<file path="src/rtl/frame_peak_analyzer.sv">
`default_nettype none
// ============================================================================
// frame_peak_analyzer : per-frame peak |sample|, peak index and sample sum
// Revision 1.0 - initial release
// ============================================================================
module frame_peak_analyzer #(
    parameter int WIDTH      = 36,
    parameter int DEPTH      = 16,
    parameter int ADDR_WIDTH = $clog2(DEPTH)
) (
    input  logic                                clk_i,
    input  logic                                rst_i,
    input  logic                                buffer_ready_i,
    input  logic signed [WIDTH-1:0]             sample_data_i,
    input  logic                                sample_valid_i,
    output logic                                sample_ready_o,
    output logic                                result_valid_o,
    input  logic                                result_ready_i,
    output logic        [WIDTH-1:0]             peak_abs_o,
    output logic        [ADDR_WIDTH-1:0]        peak_index_o,
    output logic signed [WIDTH+ADDR_WIDTH-1:0]  sum_o,
    output logic        [7:0]                   frame_count_o,
    output logic                                overrun_o
);

    localparam int                    SUM_W    = WIDTH + ADDR_WIDTH;
    localparam logic [ADDR_WIDTH-1:0] LAST_IDX = ADDR_WIDTH'(DEPTH - 1);

    typedef enum logic [1:0] {
        S_IDLE    = 2'd0,
        S_COLLECT = 2'd1,
        S_RESULT  = 2'd2
    } state_t;

    state_t                    r_state;
    logic [ADDR_WIDTH-1:0]     r_count;
    logic [WIDTH-1:0]          r_peak;
    logic [ADDR_WIDTH-1:0]     r_idx;
    logic signed [SUM_W-1:0]   r_sum;

    logic                      w_accept;
    logic [WIDTH-1:0]          w_raw;
    logic [WIDTH-1:0]          w_abs;
    logic                      w_gt;
    logic [WIDTH-1:0]          w_peak_nxt;
    logic [ADDR_WIDTH-1:0]     w_idx_nxt;
    logic signed [SUM_W-1:0]   w_sum_nxt;

    assign sample_ready_o = (r_state == S_COLLECT);
    assign result_valid_o = (r_state == S_RESULT);
    assign w_accept       = sample_valid_i && sample_ready_o;

    // Two's-complement negate in WIDTH bits: the most negative value maps to 2^(WIDTH-1).
    assign w_raw      = $unsigned(sample_data_i);
    assign w_abs      = sample_data_i[WIDTH-1] ? (~w_raw + 1'b1) : w_raw;
    assign w_gt       = (w_abs > r_peak);
    assign w_peak_nxt = w_gt ? w_abs : r_peak;
    assign w_idx_nxt  = w_gt ? r_count : r_idx;
    assign w_sum_nxt  = r_sum + {{ADDR_WIDTH{sample_data_i[WIDTH-1]}}, sample_data_i};

    always_ff @(posedge clk_i) begin
        if (rst_i) begin
            r_state       <= S_IDLE;
            r_count       <= '0;
            r_peak        <= '0;
            r_idx         <= '0;
            r_sum         <= '0;
            peak_abs_o    <= '0;
            peak_index_o  <= '0;
            sum_o         <= '0;
            frame_count_o <= '0;
            overrun_o     <= 1'b0;
        end else begin
            overrun_o <= 1'b0;
            case (r_state)
                S_IDLE: begin
                    if (buffer_ready_i) begin
                        r_state <= S_COLLECT;
                        r_count <= '0;
                        r_peak  <= '0;
                        r_idx   <= '0;
                        r_sum   <= '0;
                    end
                end
                S_COLLECT: begin
                    // A new frame arriving mid-collection wins over any sample this cycle.
                    if (buffer_ready_i) begin
                        overrun_o <= 1'b1;
                        r_count   <= '0;
                        r_peak    <= '0;
                        r_idx     <= '0;
                        r_sum     <= '0;
                    end else if (w_accept) begin
                        r_count <= r_count + 1'b1;
                        r_peak  <= w_peak_nxt;
                        r_idx   <= w_idx_nxt;
                        r_sum   <= w_sum_nxt;
                        if (r_count == LAST_IDX) begin
                            peak_abs_o    <= w_peak_nxt;
                            peak_index_o  <= w_idx_nxt;
                            sum_o         <= w_sum_nxt;
                            frame_count_o <= frame_count_o + 8'd1;
                            r_state       <= S_RESULT;
                        end
                    end
                end
                S_RESULT: begin
                    if (result_ready_i) begin
                        if (buffer_ready_i) begin
                            r_state <= S_COLLECT;
                            r_count <= '0;
                            r_peak  <= '0;
                            r_idx   <= '0;
                            r_sum   <= '0;
                        end else begin
                            r_state <= S_IDLE;
                        end
                    end else if (buffer_ready_i) begin
                        overrun_o <= 1'b1;
                    end
                end
                default: r_state <= S_IDLE;
            endcase
        end
    end

endmodule
`default_nettype wire

</file>
<file path="config.mk">
export PLATFORM = sky130hd
export DESIGN_NAME = frame_peak_analyzer
export DESIGN_NICKNAME = d
export VERILOG_FILES = /design/src/rtl/frame_peak_analyzer.sv
export SDC_FILE = /design/constraint.sdc
export NUM_CORES = 1
export LEC_CHECK = 0
export ABC_AREA = 1
export BUFFER_PORTS_ARGS = -buffer_cell sky130_fd_sc_hd__buf_2
export CAP_MARGIN = 20
export CELL_PAD_IN_SITES_DETAIL_PLACEMENT = 0
export CELL_PAD_IN_SITES_GLOBAL_PLACEMENT = 2
export CORE_MARGIN = 2
export CORE_UTILIZATION = 34
export DETAILED_ROUTE_END_ITERATION = 12
export HOLD_SLACK_MARGIN = 0.15
export PLACE_DENSITY = 0.92
export SYNTH_ARGS = -nofsm -noshare
export SYNTH_HDL_FRONTEND = slang
export SYNTH_SLANG_ARGS = --single-unit
export TNS_END_PERCENT = 50
</file>
<file path="constraint.sdc">
create_clock -name clk_i -period 9 [get_ports clk_i]
set_clock_uncertainty 0.15 [all_clocks]
set_input_delay 0.9 -clock clk_i [delete_from_list [all_inputs] [get_ports clk_i]]
set_output_delay 0.9 -clock clk_i [all_outputs]
set_load 0.01 [all_outputs]
</file>
=== Word-level counts from Yosys, hierarchy flattened ===
Index checks and enable logic that the tools add are counted.

* Input bits: 41
* Register bits after elaboration: 175
* Output and inout port bits: 91

* Reduce and logical (&&, ||, !) cells: 6
* Magnitude comparators: 1
* Eq/ne operators: 9
* Bitwise operators: 2
* Mux-type cells: 33
* Add/sub/neg operators: 4

{| class="wikitable"
|+ Operators with widths
! kind !! number
|-
| $mux W36 || 6
|-
| $mux W40 || 4
|-
| $pmux W40 S3 || 1
|-
| $pmux W36 S3 || 1
|-
| $add A40 B40 Y40 || 1
|-
| $add A36 B1 Y36 const B || 1
|-
| $gt A36 B36 Y1 || 1
|-
| $mux W4 || 9
|-
| $not A36 Y36 || 1
|-
| $pmux W4 S3 || 2
|-
| $mux W2 || 5
|-
| $add A8 B1 Y8 const B || 1
|-
| $ne A2 B1 Y1 const B || 3
|-
| $pmux W2 S3 || 1
|-
| $reduce_and A5 Y1 || 1
|-
| $add A4 B1 Y4 const B || 1
|-
| $eq A4 B4 Y1 const B || 1
|-
| $ne A2 B2 Y1 const B || 2
|-
| $reduce_and A4 Y1 || 1
|-
| $mux W1 || 3
|-
| $ne A3 B2 Y1 const B || 1
|-
| $reduce_and A3 Y1 || 1
|-
| $reduce_bool A3 Y1 || 1
|-
| $eq A2 B1 Y1 const B || 1
|-
| other kinds (5) || 5
|}

=== Depth between registers and ports, before layout ===
Gate-level depths: netlist of run 1.

* Depth after elaboration: 8
* Gate-level depth with buffers: 26
* Mapped depth without buffers: 26

=== Worst setup path after synthesis of run 1 ===
Ideal clock, no wire load.

* Path type: input to register
* Start: input port sample_data_i[0]
* End: register peak_abs_o[19]
* Path slack: 5.373 ns
* Data arrival time: 3.368 ns
* Stages: 24
* Setup time: 0.109 ns
* Path buffers: 2
* Cell sequence: inv_1 ha_1 nand2_1 nor2_1 nand2_1 nor2_1 xor2_1 nand2_1 nand2_1 inv_1 ha_1 nand2_2 nor2_2 nand2_1 nor2_2 nand4_1 nand3_2 buf_6 buf_6 nand3b_1 nand2_1 nand2_1 nand2_1 inv_1

* Word-level cells in the longest chain between the ends: 5

{| class="wikitable"
|+ RTL lines
! what !! RTL line !! source
|-
| start, declared || 14 || <nowiki>input logic signed [WIDTH-1:0] sample_data_i,</nowiki>
|-
| $not A36 Y36 || 55 || <nowiki>assign w_abs = sample_data_i[WIDTH-1] ? (~w_raw + 1'b1) : w_raw;</nowiki>
|-
| $add A36 B1 Y36 || 55 ||
|-
| $mux W36 * || 55 ||
|-
| $gt A36 B36 Y1 || 56 || <nowiki>assign w_gt = (w_abs > r_peak);</nowiki>
|-
| $mux W36 * || 57 || <nowiki>assign w_peak_nxt = w_gt ? w_abs : r_peak;</nowiki>
|-
| end signal, assigned || 99 || <nowiki>peak_abs_o <= w_peak_nxt;</nowiki>
|-
| end, declared || 19 || <nowiki>output logic [WIDTH-1:0] peak_abs_o,</nowiki>
|}

Mark *: on every way between the ends. The rest lies on a longest branch, timed or not.
A chain may end at the register's enable or synchronous reset.

=== Worst setup path in the final report of run 1 ===
* Start: input port sample_data_i[0]
* End: register peak_abs_o[9]

The elaborated chain is that of the path after synthesis.

==> results_dict.tcl, run 1 <==
set metrics [dict create \
    status "finished clean" \
    fmax_mhz 221 \
    wire_per_inst_um 15.9 \
    die_y_um 194 \
    num_vias 12453 \
    routed_via_density 4.85 \
    grt_pass1_wl_um 64500 \
    numCtsBuffers 17 \
    holdCritStartpoint "frame_count_o[7]" \
    path_cells "buf_2, inv_1, ha_1, nand2_1, nor2_1, nand4_1, nand2_1, nand2_1, o21ai_0, inv_1, ha_1, nand2_1, nor2_1, nand2_2, nor2_4, nand4_1, buf_4, nand2_2, nand2_1, nand2_1, nand2_1, nand2_1, inv_1" \
    cts.sinks 175 \
    synthesis.nets 2129 \
    grt_pass1_vias 11808 \
    yosys.area_share.simple_pct 38.6 \
    synthMuxAreaShare_pct 0 \
    crit_path_frequent_cell "nand2_1" \
    multi_input_area_sq_mm 0.00752 \
    cts_resized 0 \
    nets 2218 \
    fin_tns_setup_ns 0 \
    insertion_delay_ns 0.46 \
    antenna_found_initial 0 \
    core_sq_mm 0.0356 \
    hold_buffers 0 \
    ioPinCount 132 \
    avgSynthCellArea_sq_um 6.13 \
    clk_pin_slew_ns 0.08 \
    wirelength_um 40800 \
    cp-start-kind "primary input" \
    synth_compound_area_share_pct 11.3 \
    synthTopCellsByArea "dfxtp_1 (29%), nand2_1 (19%), ha_1 (8.3%)" \
    hpwl_um 31200 \
    initial_core_util_pct 34.5 \
    period_share_pct 50.2 \
    p_leak_nw 6.86 \
    slowest_stage "nand2_2" \
    grt_overflow 0 \
    drive_gt1_share_pct 10.0 \
    whs_ns 0.305 \
    grt_util_all_layers_pct 21.6 \
    die_x_um 194 \
    hold_path_end "frame_count_o[7]" \
    irDropWorstVdd_v 0.000140 \
    final_area_sq_mm 0.0138 \
    synthAdderAreaFrac_pct 8.51 \
    p_total_mw 2.21 \
    final-setup-viol-count 0 \
    critical-path-max-stage-delay_ns 0.71 \
    worstRegToRegCells 10 \
    end_kind "register" \
    synth_top_cell_area_share_pct 28.5 \
    num_rows 69 \
    worstReg2RegEnd "sum_o[39]" \
    place_congestion 0.913 \
    drc_errors 0 \
    synth_area_sq_mm 0.0123 \
    tightest_slew_ns 1.03 \
    critPathKind "in2reg" \
    io_buffers 131 \
    synth_xor_area_share_pct 2.78 \
    hold_path_depth 1 \
    max_cap_violations 0 \
    worst_slack_ns 4.49 \
    regToRegSetupSlack_ns 5.71 \
    final-seq-area_sq_mm 0.00350 \
    post-cts-setup-buffer-count 0 \
    rsz0062_at_grt "false" \
    r2r-start "r_count[1]" \
    cp.required_ns 9.21 \
    first_iter_violations 734 \
    fin_crit_ns 4.51 \
    first_pass_iters 5 \
    cts_root_buf "clkbuf_16" \
    dp_slack_ns 3.99 \
    max-slew-margin-rel_pct 31.5 \
    ys_seq_elements 175 \
    yosys_warnings 0 \
    synth_top_family_by_area "simple AND/OR/NAND/NOR gates" \
    report.final.hold_viol_count 0 \
    synthCells 2005 \
    yosys.area.top_type "dfxtp_1" \
    cts_max_level 4 \
    cp.arrival_ns 4.73 \
    finalMaxSlewViolations 0 \
    die_area_sq_mm 0.0377 \
    yosysSeqAreaShare_pct 28.5 \
    antenna-diode-count 0 \
    clk_path_buf_depth 2 \
    drtAntennaViolNets 0 \
    grt_max_degree 86 \
    area_growth_syn_to_layout_pct 12.4 \
    netlist-cell-type-count 42 \
    nFillCells 3979 \
    crit_fanout 40 \
    place_area_sq_mm 0.0132 \
    p_per_area_mw_per_mm2 160 \
    cts_tree "yes" \
    hold_path.class "reg2reg" \
]
==> Yosys cell counts, drive strengths merged <==
| cell | n |
|---|---|
| a21o | 6 |
| clkinv | 1 |
| a31oi | 1 |
| o21ai | 79 |
| o21a | 6 |
| o31ai | 1 |
| fa | 1 |
| xor2 | 29 |
| nor2 | 278 |
| nor3 | 12 |
| ha | 82 |
| o211ai | 2 |
| o22ai | 1 |
| nand3 | 138 |
| nand3b | 29 |
| and2 | 3 |
| nand4 | 19 |
| a21oi | 166 |
| nor4 | 1 |
| dfxtp | 175 |
| buf | 43 |
| inv | 243 |
| or2 | 5 |
| o21bai | 3 |
| xnor2 | 10 |
| clkbuf | 27 |
| a211oi | 1 |
| nand2 | 643 |
==> through the flow <==
step | util [%] | cells
2_1_floorplan | - | 2005
3_3_place_gp | 37.2 | 2536
3_5_place_dp | 37.2 | 2536
4_1_cts | 38.8 | 2568
5_1_grt | 38.8 | 2568
6_report | 38.8 | 2568
==> power by group <==
| part | switching [mW] | total, mW | internal [mW] |
|---|---|---|---|
| sequential | 0.0191 | 0.823 | 0.804 |
| clock | 0.379 | 0.746 | 0.368 |
| combinational | 0.448 | 0.636 | 0.188 |
==> cells in the final DEF, fill, tap and decap left out, drive strengths merged <==
cell,n
nand2,643
nor2,278
inv,251
dfxtp,175
a21oi,166
buf,140
nand3,138
ha,82
o21ai,79
xor2,29
nand3b,29
nand4,19
clkbuf,17
nor3,12
xnor2,10
clkinv,7
o21a,6
a21o,6
or2,5
o21bai,3
and2,3
o211ai,2
nor4,1
o31ai,1
a31oi,1
a211oi,1
o22ai,1
fa,1
clkinvlp,1
==> layout make-up <==
cell class                 instances  share of cell area, %
multi-input combinational       1516                   54.4
sequential                       175                   25.4
inverter                         244                   6.65
timing repair buffer             140                   5.25
tap                              461                   4.17
clock buffer                      17                   3.08
clock inverter                    15                   1.05
==> sequential cells by signal, summed over array words and instances, names as in the netlist <==
name           count
frame_count_o      8
r_peak            36
overrun_o          1
sum_o             40
r_count            4
peak_index_o       4
r_idx              4
r_state            2
r_sum             40
peak_abs_o        36
==> kinds of logic (layout without fill, tap and decap cells) <==
logic type,Yosys count,count (layout)
DFF,175,175
and+or+nand+nor,1128,1128
xor gates and xnor gates,39,39
adders and majority gates,83,83
AOI/OAI and AO/OA,266,266
buffers and inverters,314,416
==> how the worst max path moves through the flow <==
stage,from,end,slack (ns),cells after the start
finish,sample_data_i[0],peak_abs_o[9],4.49,23
global route,sample_data_i[10],peak_abs_o[7],4.06,24
CTS,sample_data_i[0],peak_abs_o[9],4.47,23
detailed placement,sample_data_i[0],peak_abs_o[9],3.99,23
global placement,sample_data_i[0],peak_abs_o[9],4.01,23
floorplan,sample_data_i[0],peak_abs_o[19],5.37,24
==> worst max-delay path, delay by kind of cell <==
kind	cells	cell delay, ns
adders and majority gates	2	0.51
AOI/OAI and AO/OA	1	0.21
buffers and inverters	5	0.64
and+or+nand+nor	15	2.46
==> per-layer routing <==
layer	track usage, %	part of all wire [%]
met5	0	0
met4	6.76	2.3
met1	27.9	46
met3	2.85	3.4
met2	37.2	48
Note: power is estimated with default switching activity, not from simulation.
==> run 2: changes to the inputs <==
--- a/config.mk
+++ b/config.mk
@@ -5,16 +5,16 @@
 export SDC_FILE = /design/constraint.sdc
 export NUM_CORES = 1
 export LEC_CHECK = 0
-export ABC_AREA = 1
+export ABC_AREA = 0
 export BUFFER_PORTS_ARGS = -buffer_cell sky130_fd_sc_hd__buf_2
 export CAP_MARGIN = 20
 export CELL_PAD_IN_SITES_DETAIL_PLACEMENT = 0
 export CELL_PAD_IN_SITES_GLOBAL_PLACEMENT = 2
 export CORE_MARGIN = 2
-export CORE_UTILIZATION = 34
+export CORE_UTILIZATION = 32
 export DETAILED_ROUTE_END_ITERATION = 12
 export HOLD_SLACK_MARGIN = 0.15
-export PLACE_DENSITY = 0.92
+export PLACE_DENSITY = 0.84
 export SYNTH_ARGS = -nofsm -noshare
 export SYNTH_HDL_FRONTEND = slang
 export SYNTH_SLANG_ARGS = --single-unit
==> constraint.sdc (replaced) <==
create_clock -name clk_i -period 4 [get_ports clk_i]
set_clock_uncertainty 0.15 [all_clocks]
set_input_delay 0.4 -clock clk_i [delete_from_list [all_inputs] [get_ports clk_i]]
set_output_delay 0.4 -clock clk_i [all_outputs]
set_load 0.01 [all_outputs]
==> run 2 against run 1 <==
Compared with the run above: the flow now finishes with violations (setup timing); power increased by 100%; critical endpoint is now r_peak[27]; sequential share of layout area increased by 1.3 points; largest power group unchanged; non-clock buffer count up 128; clock-buffer cell count is 4 higher.
==> results_dict.tcl, run 2 <==
set metrics [dict create \
    critPathKind "in2reg" \
    tightest_slew_ns 0.863 \
    end_kind "register" \
    cts.sinks 175 \
    wirelength_um 33200 \
    violations "setup timing" \
    final_cell_mix "dfxtp_1 (175), buf_2 (128), buf_4 (125), nand2_1 (109), a21oi_1 (91)" \
    drive_gt1_share_pct 23.5 \
    synth_top_cell_area_share_pct 33.8 \
    grt_pass1_vias 9394 \
    synthesis.nets 1350 \
    regToRegSetupSlack_ns 0.58 \
    final_core_util_pct 41.5 \
    cp.arrival_ns 4.77 \
    p_total_mw 4.43 \
    die_y_um 184 \
    io_buffers 131 \
    antenna-diode-count 0 \
    fin_tns_setup_ns -36.79 \
    worstReg2RegEnd "sum_o[36]" \
    top_layer "met4" \
    ioPinCount 132 \
    die_area_sq_mm 0.0339 \
    wire_per_inst_um 18.0 \
    synthArstFlopShare_pct 0 \
    die_x_um 184 \
    grt_pass1_wl_um 52100 \
    dp_cells 1796 \
    first_iter_violations 621 \
    r2r-start "r_sum[0]" \
    synth-edff-count 0 \
    core_sq_mm 0.0317 \
    yosys_most_used_dff "dfxtp_1" \
    hold_path_end "overrun_o" \
    drt-met1-wl_um 16300 \
    ys_seq_elements 175 \
    avgSynthCellArea_sq_um 8.46 \
    first_pass_iters 7 \
    wl_met2_um 14900 \
    hpwl_um 23600 \
    drc_errors 0 \
    max-slew-margin-rel_pct 42.5 \
    yosys_warnings 0 \
    yosysMostFrequentCell "dfxtp_1" \
    finalNonFillerCells 1847 \
    hold_path.class "in2reg" \
    routed_via_density 5.33 \
    synthTopCellsByCount "dfxtp_1 (175), nand2_1 (109), a21oi_1 (92)" \
    yosys.area.top_type "dfxtp_1" \
    synth_area_sq_mm 0.0104 \
    finalMaxSlewViolations 0 \
    cp.required_ns 4.24 \
    area_growth_syn_to_layout_pct 26.8 \
    num_rows 65 \
    place_congestion 0.877 \
    num_vias 9836 \
    holdCritStartpoint "result_ready_i" \
    insertion_delay_ns 0.44 \
    wl_met3_um 1590 \
    max_cap_violations 0 \
    antenna_found_initial 1 \
    clk_path_buf_depth 2 \
    initial_core_util_pct 32.7 \
    report.final.hold_viol_count 0 \
    worstRegToRegCells 11 \
    cts_max_level 4 \
    final_common_cell "dfxtp_1" \
    grt_util_all_layers_pct 19.5 \
    p_per_area_mw_per_mm2 337 \
    numCtsBuffers 17 \
    period_share_pct 113 \
    fmax_mhz 221 \
    netlist-cell-type-count 67 \
    synthCells 1226 \
    grt_overflow 0 \
    hold_path_depth 4 \
    final-setup-viol-count 80 \
    cts_tree "yes" \
    irDropWorstVdd_v 0.000216 \
    top_regs "r_sum (40), sum_o (40)" \
    rsz0062_at_grt "true" \
    nFillCells 3192 \
    status "finished, violations left" \
    cp-start-kind "primary input" \
    place_area_sq_mm 0.0122 \
    cts_root_buf "clkbuf_16" \
    synthTopCellsByArea "dfxtp_1 (34%), ha_1 (9.9%), xnor2_1 (4.5%)" \
    grt_max_degree 79 \
    worst_slack_ns -0.533 \
    final_area_sq_mm 0.0132 \
    clk_pin_slew_ns 0.07 \
    yosysSeqAreaShare_pct 33.8 \
    p_leak_nw 5.56 \
    fin_crit_ns 4.53 \
    drtAntennaViolNets 0 \
    crit_fanout 9 \
    nets 1556 \
]
[run 2: changes by cell type after synthesis, moves of 51 or more]
cell / change
nand2_1: -528
nor2_1: -190
inv_1: -189
nand3_1: -91
a21oi_1: -73
a22o_1: +51
[run 2: final cells by class]
class / count / area [sq um] / share of cell area, %
multi-input cells: 917 / 6500 / 49.4
well taps: 402 / 503 / 3.82
repair buffers: 268 / 1870 / 14.2
inverters: 53 / 199 / 1.51
clock buffers: 21 / 450 / 3.43
flip-flops and latches: 175 / 3500 / 26.6
clock inverters: 11 / 131 / 0.999
[run 2: cells by family after synthesis]
| kind of cell | share of synthesized area (%) |
|---|---|
| and+or+nand+nor | 19.8 |
| xor gates and xnor gates | 6.30 |
| AOI/OAI and AO/OA | 24.4 |
| adders and majority gates | 10.1 |
| buffers and inverters | 4.85 |
| muxes | 0.772 |
| DFF | 33.8 |
[run 2: routing by layer]
layer,vias up,global-route usage [%]
met5,-,0
met4,0,4.38
met3,20,3.33
met2,238,30.2
met1,4672,28.0
li1,4906,-
[run 2: worst max-delay path: stages]
cell,delay (ns)
buf_2,0.10
or3_4,0.40
or4_4,0.55
nand2b_4,0.16
or2_4,0.24
or3_4,0.41
o41ai_4,0.26
xnor2_2,0.12
ha_1,0.31
and4_1,0.21
nand2_1,0.07
or3_4,0.38
o31a_4,0.41
buf_6,0.14
o21bai_4,0.14
buf_12,0.14
buf_6,0.16
a22o_1,0.15
[run 2: power breakdown]
part | leakage, nW | switching [mW] | internal [mW] | total [mW]
clock network | 0.263 | 0.775 | 0.944 | 1.72
registers | 1.41 | 0.0177 | 1.76 | 1.78
logic | 3.89 | 0.531 | 0.402 | 0.933
total | 5.56 | 1.32 | 3.11 | 4.43
[run 2: metrics by stage]
stage | hold slack [ns] | setup WS, ns
after floorplan | 0.279 | -0.676
after global placement | 0.289 | -0.975
after detailed placement | 0.294 | -1.03
after CTS | 0.198 | -0.495
after global routing | 0.222 | -0.625
final | 0.223 | -0.533
[run 2: how the worst max path moves through the flow]
| stage | slack (ns) | depth (start not counted) | startpoint | endpoint |
|---|---|---|---|---|
| floorplan | -0.68 | 16 | sample_data_i[9] | peak_abs_o[31] |
| global placement | -0.97 | 17 | sample_data_i[5] | peak_abs_o[26] |
| detailed placement | -1.03 | 17 | sample_data_i[9] | peak_abs_o[4] |
| CTS | -0.49 | 15 | sample_data_i[5] | peak_abs_o[26] |
| global route | -0.63 | 19 | sample_data_i[7] | r_peak[25] |
| finish | -0.53 | 18 | sample_data_i[7] | r_peak[27] |
[run 2: repair_timing]
item,4_1_cts,5_1_grt
endpoints found under the hold margin,1,0
cloned,3,3
buffers inserted,7,5
gates resized for setup,18,13
pin swaps,17,11
endpoints found under the setup margin,80,80
hold buffers,1,0
==> run 3: changes to the inputs <==
--- a/config.mk
+++ b/config.mk
@@ -10,7 +10,6 @@
 export CAP_MARGIN = 20
 export CELL_PAD_IN_SITES_DETAIL_PLACEMENT = 0
 export CELL_PAD_IN_SITES_GLOBAL_PLACEMENT = 2
-export CORE_MARGIN = 2
 export CORE_UTILIZATION = 32
 export DETAILED_ROUTE_END_ITERATION = 12
 export HOLD_SLACK_MARGIN = 0.15
==> run 3 against run 2 <==
Compared with the run above: the flow still finishes with violations (setup timing); setup slack got worse by 0.067 ns; power about the same; sequential power about the same; via count decreased by 1.0%; sequential share of layout area decreased by 0.13 points.
==> results_dict.tcl, run 3 (synthesized netlist as in run 2, its figures left out) <==
set metrics [dict create \
    max-slew-margin-rel_pct 46.5 \
    nets 1553 \
    cp-start-kind "primary input" \
    grt_max_degree 69 \
    grt_overflow 0 \
    final_area_sq_mm 0.0132 \
    insertion_delay_ns 0.43 \
    p_per_area_mw_per_mm2 335 \
    drive_gt1_share_pct 23.7 \
    area_growth_syn_to_layout_pct 27.4 \
    initial_core_util_pct 32.7 \
    cp.arrival_ns 4.83 \
    place_area_sq_mm 0.0122 \
    wire_per_inst_um 17.7 \
    worstReg2RegEnd "sum_o[36]" \
    place_congestion 0.880 \
    crit_fanout 24 \
    max_cap_violations 0 \
    end_kind "register" \
    cts_root_buf "clkbuf_16" \
    cts.sinks 175 \
    cts_max_level 4 \
    worst_slack_ns -0.600 \
    num_vias 9738 \
    dp_slack_ns -1.06 \
    drtAntennaViolNets 0 \
    regToRegSetupSlack_ns 0.65 \
    die_area_sq_mm 0.0331 \
    r2r-start "r_sum[0]" \
    grt_pass1_vias 9441 \
    irDropWorstVdd_v 0.000165 \
    die_y_um 182 \
    routed_via_density 5.28 \
    ioPinCount 132 \
    top_regs "r_sum (40), sum_o (40)" \
    rsz0062_at_grt "true" \
    hpwl_um 23600 \
    num_rows 65 \
    first_pass_iters 5 \
    drc_errors 0 \
    fin_crit_ns 4.60 \
    worstRegToRegCells 12 \
    tightest_slew_ns 0.802 \
    antenna_found_initial 0 \
    grt_util_all_layers_pct 19.8 \
    core_sq_mm 0.0317 \
    finalMaxSlewViolations 0 \
    die_x_um 182 \
    period_share_pct 115 \
    first_iter_violations 572 \
    hold_path_end "overrun_o" \
    cts_tree "yes" \
    final_common_cell "dfxtp_1" \
    crit_start "sample_data_i[5]" \
    numCtsBuffers 17 \
    io_buffers 131 \
    p_leak_nw 5.59 \
    cp.required_ns 4.23 \
    status "finished, violations left" \
    report.final.hold_viol_count 0 \
    clk_pin_slew_ns 0.07 \
    final-setup-viol-count 80 \
    final_cell_mix "dfxtp_1 (175), buf_2 (125), buf_4 (122), nand2_1 (109), a21oi_1 (91)" \
    violations "setup timing" \
    hold_path_depth 4 \
    critPathKind "in2reg" \
    antenna-diode-count 0 \
    holdCritStartpoint "result_ready_i" \
    grt_pass1_wl_um 52200 \
    hold_path.class "in2reg" \
    wirelength_um 32700 \
    clk_path_buf_depth 2 \
    fmax_mhz 217 \
]
## run 3: critical path, stage by stage
cell and delay, ns:
buf_6 0.09, or3_4 0.39, or3_4 0.37, or2_4 0.25, or3b_4 0.41, or3_4 0.44
o21ai_2 0.20, xnor2_2 0.11, ha_1 0.32, and4_1 0.22, nand2_1 0.08, or3_4 0.38
o31a_4 0.38, bufbuf_16 0.31, or4_1 0.40, nand3_1 0.07
## run 3: worst max-delay path by stage
stage                                end  cells past startpoint
after floorplan           peak_abs_o[31]                     16
after global placement    peak_abs_o[17]                     18
after detailed placement   peak_abs_o[6]                     18
after CTS                 peak_abs_o[29]                     16
after global routing      peak_abs_o[29]                     15
final                     peak_abs_o[29]                     16
## run 3: layout make-up
class / count / area, sq um
fill: 3209 / 18500
multi-input combinational: 917 / 6550
sequential: 175 / 3500
timing repair buffer: 265 / 1880
tap: 402 / 503
clock buffer: 18 / 429
inverter: 53 / 199
clock inverter: 13 / 154
## run 3: report_power, final
group	total, mW	internal (mW)	switching [mW]
sequential	1.78	1.76	0.0191
combinational	0.929	0.402	0.527
clock	1.72	0.935	0.786
## run 3: metal layers
layer / GRT usage [%] / routed length (um)
met5: 0 / 0
met4: 4.94 / 488
met1: 28.1 / 16200
met2: 31.5 / 14600
met3: 2.51 / 1450
## run 3: metrics by stage
step / total power [mW] / hold WS (ns) / utilization, % / TNS, ns / cells
after global placement: 2.62 / 0.290 / 38.4 / -74.00 / 1796
final: 4.43 / 0.211 / 41.7 / -40.15 / 1843
after CTS: 4.41 / 0.203 / 41.0 / -38.15 / 1837
after floorplan: 2.30 / 0.279 / - / -50.87 / 1226
after global routing: 4.62 / 0.220 / 41.7 / -49.68 / 1843
after detailed placement: 2.63 / 0.297 / 38.4 / -79.79 / 1796
## run 3: what timing repair did
item	in CTS	in global routing
gates resized for setup	23	16
hold buffers	1	0
endpoints found under the hold margin	1	0
buffers inserted	7	2
endpoints found under the setup margin	80	80
cloned	2	4
pin swaps	3	25
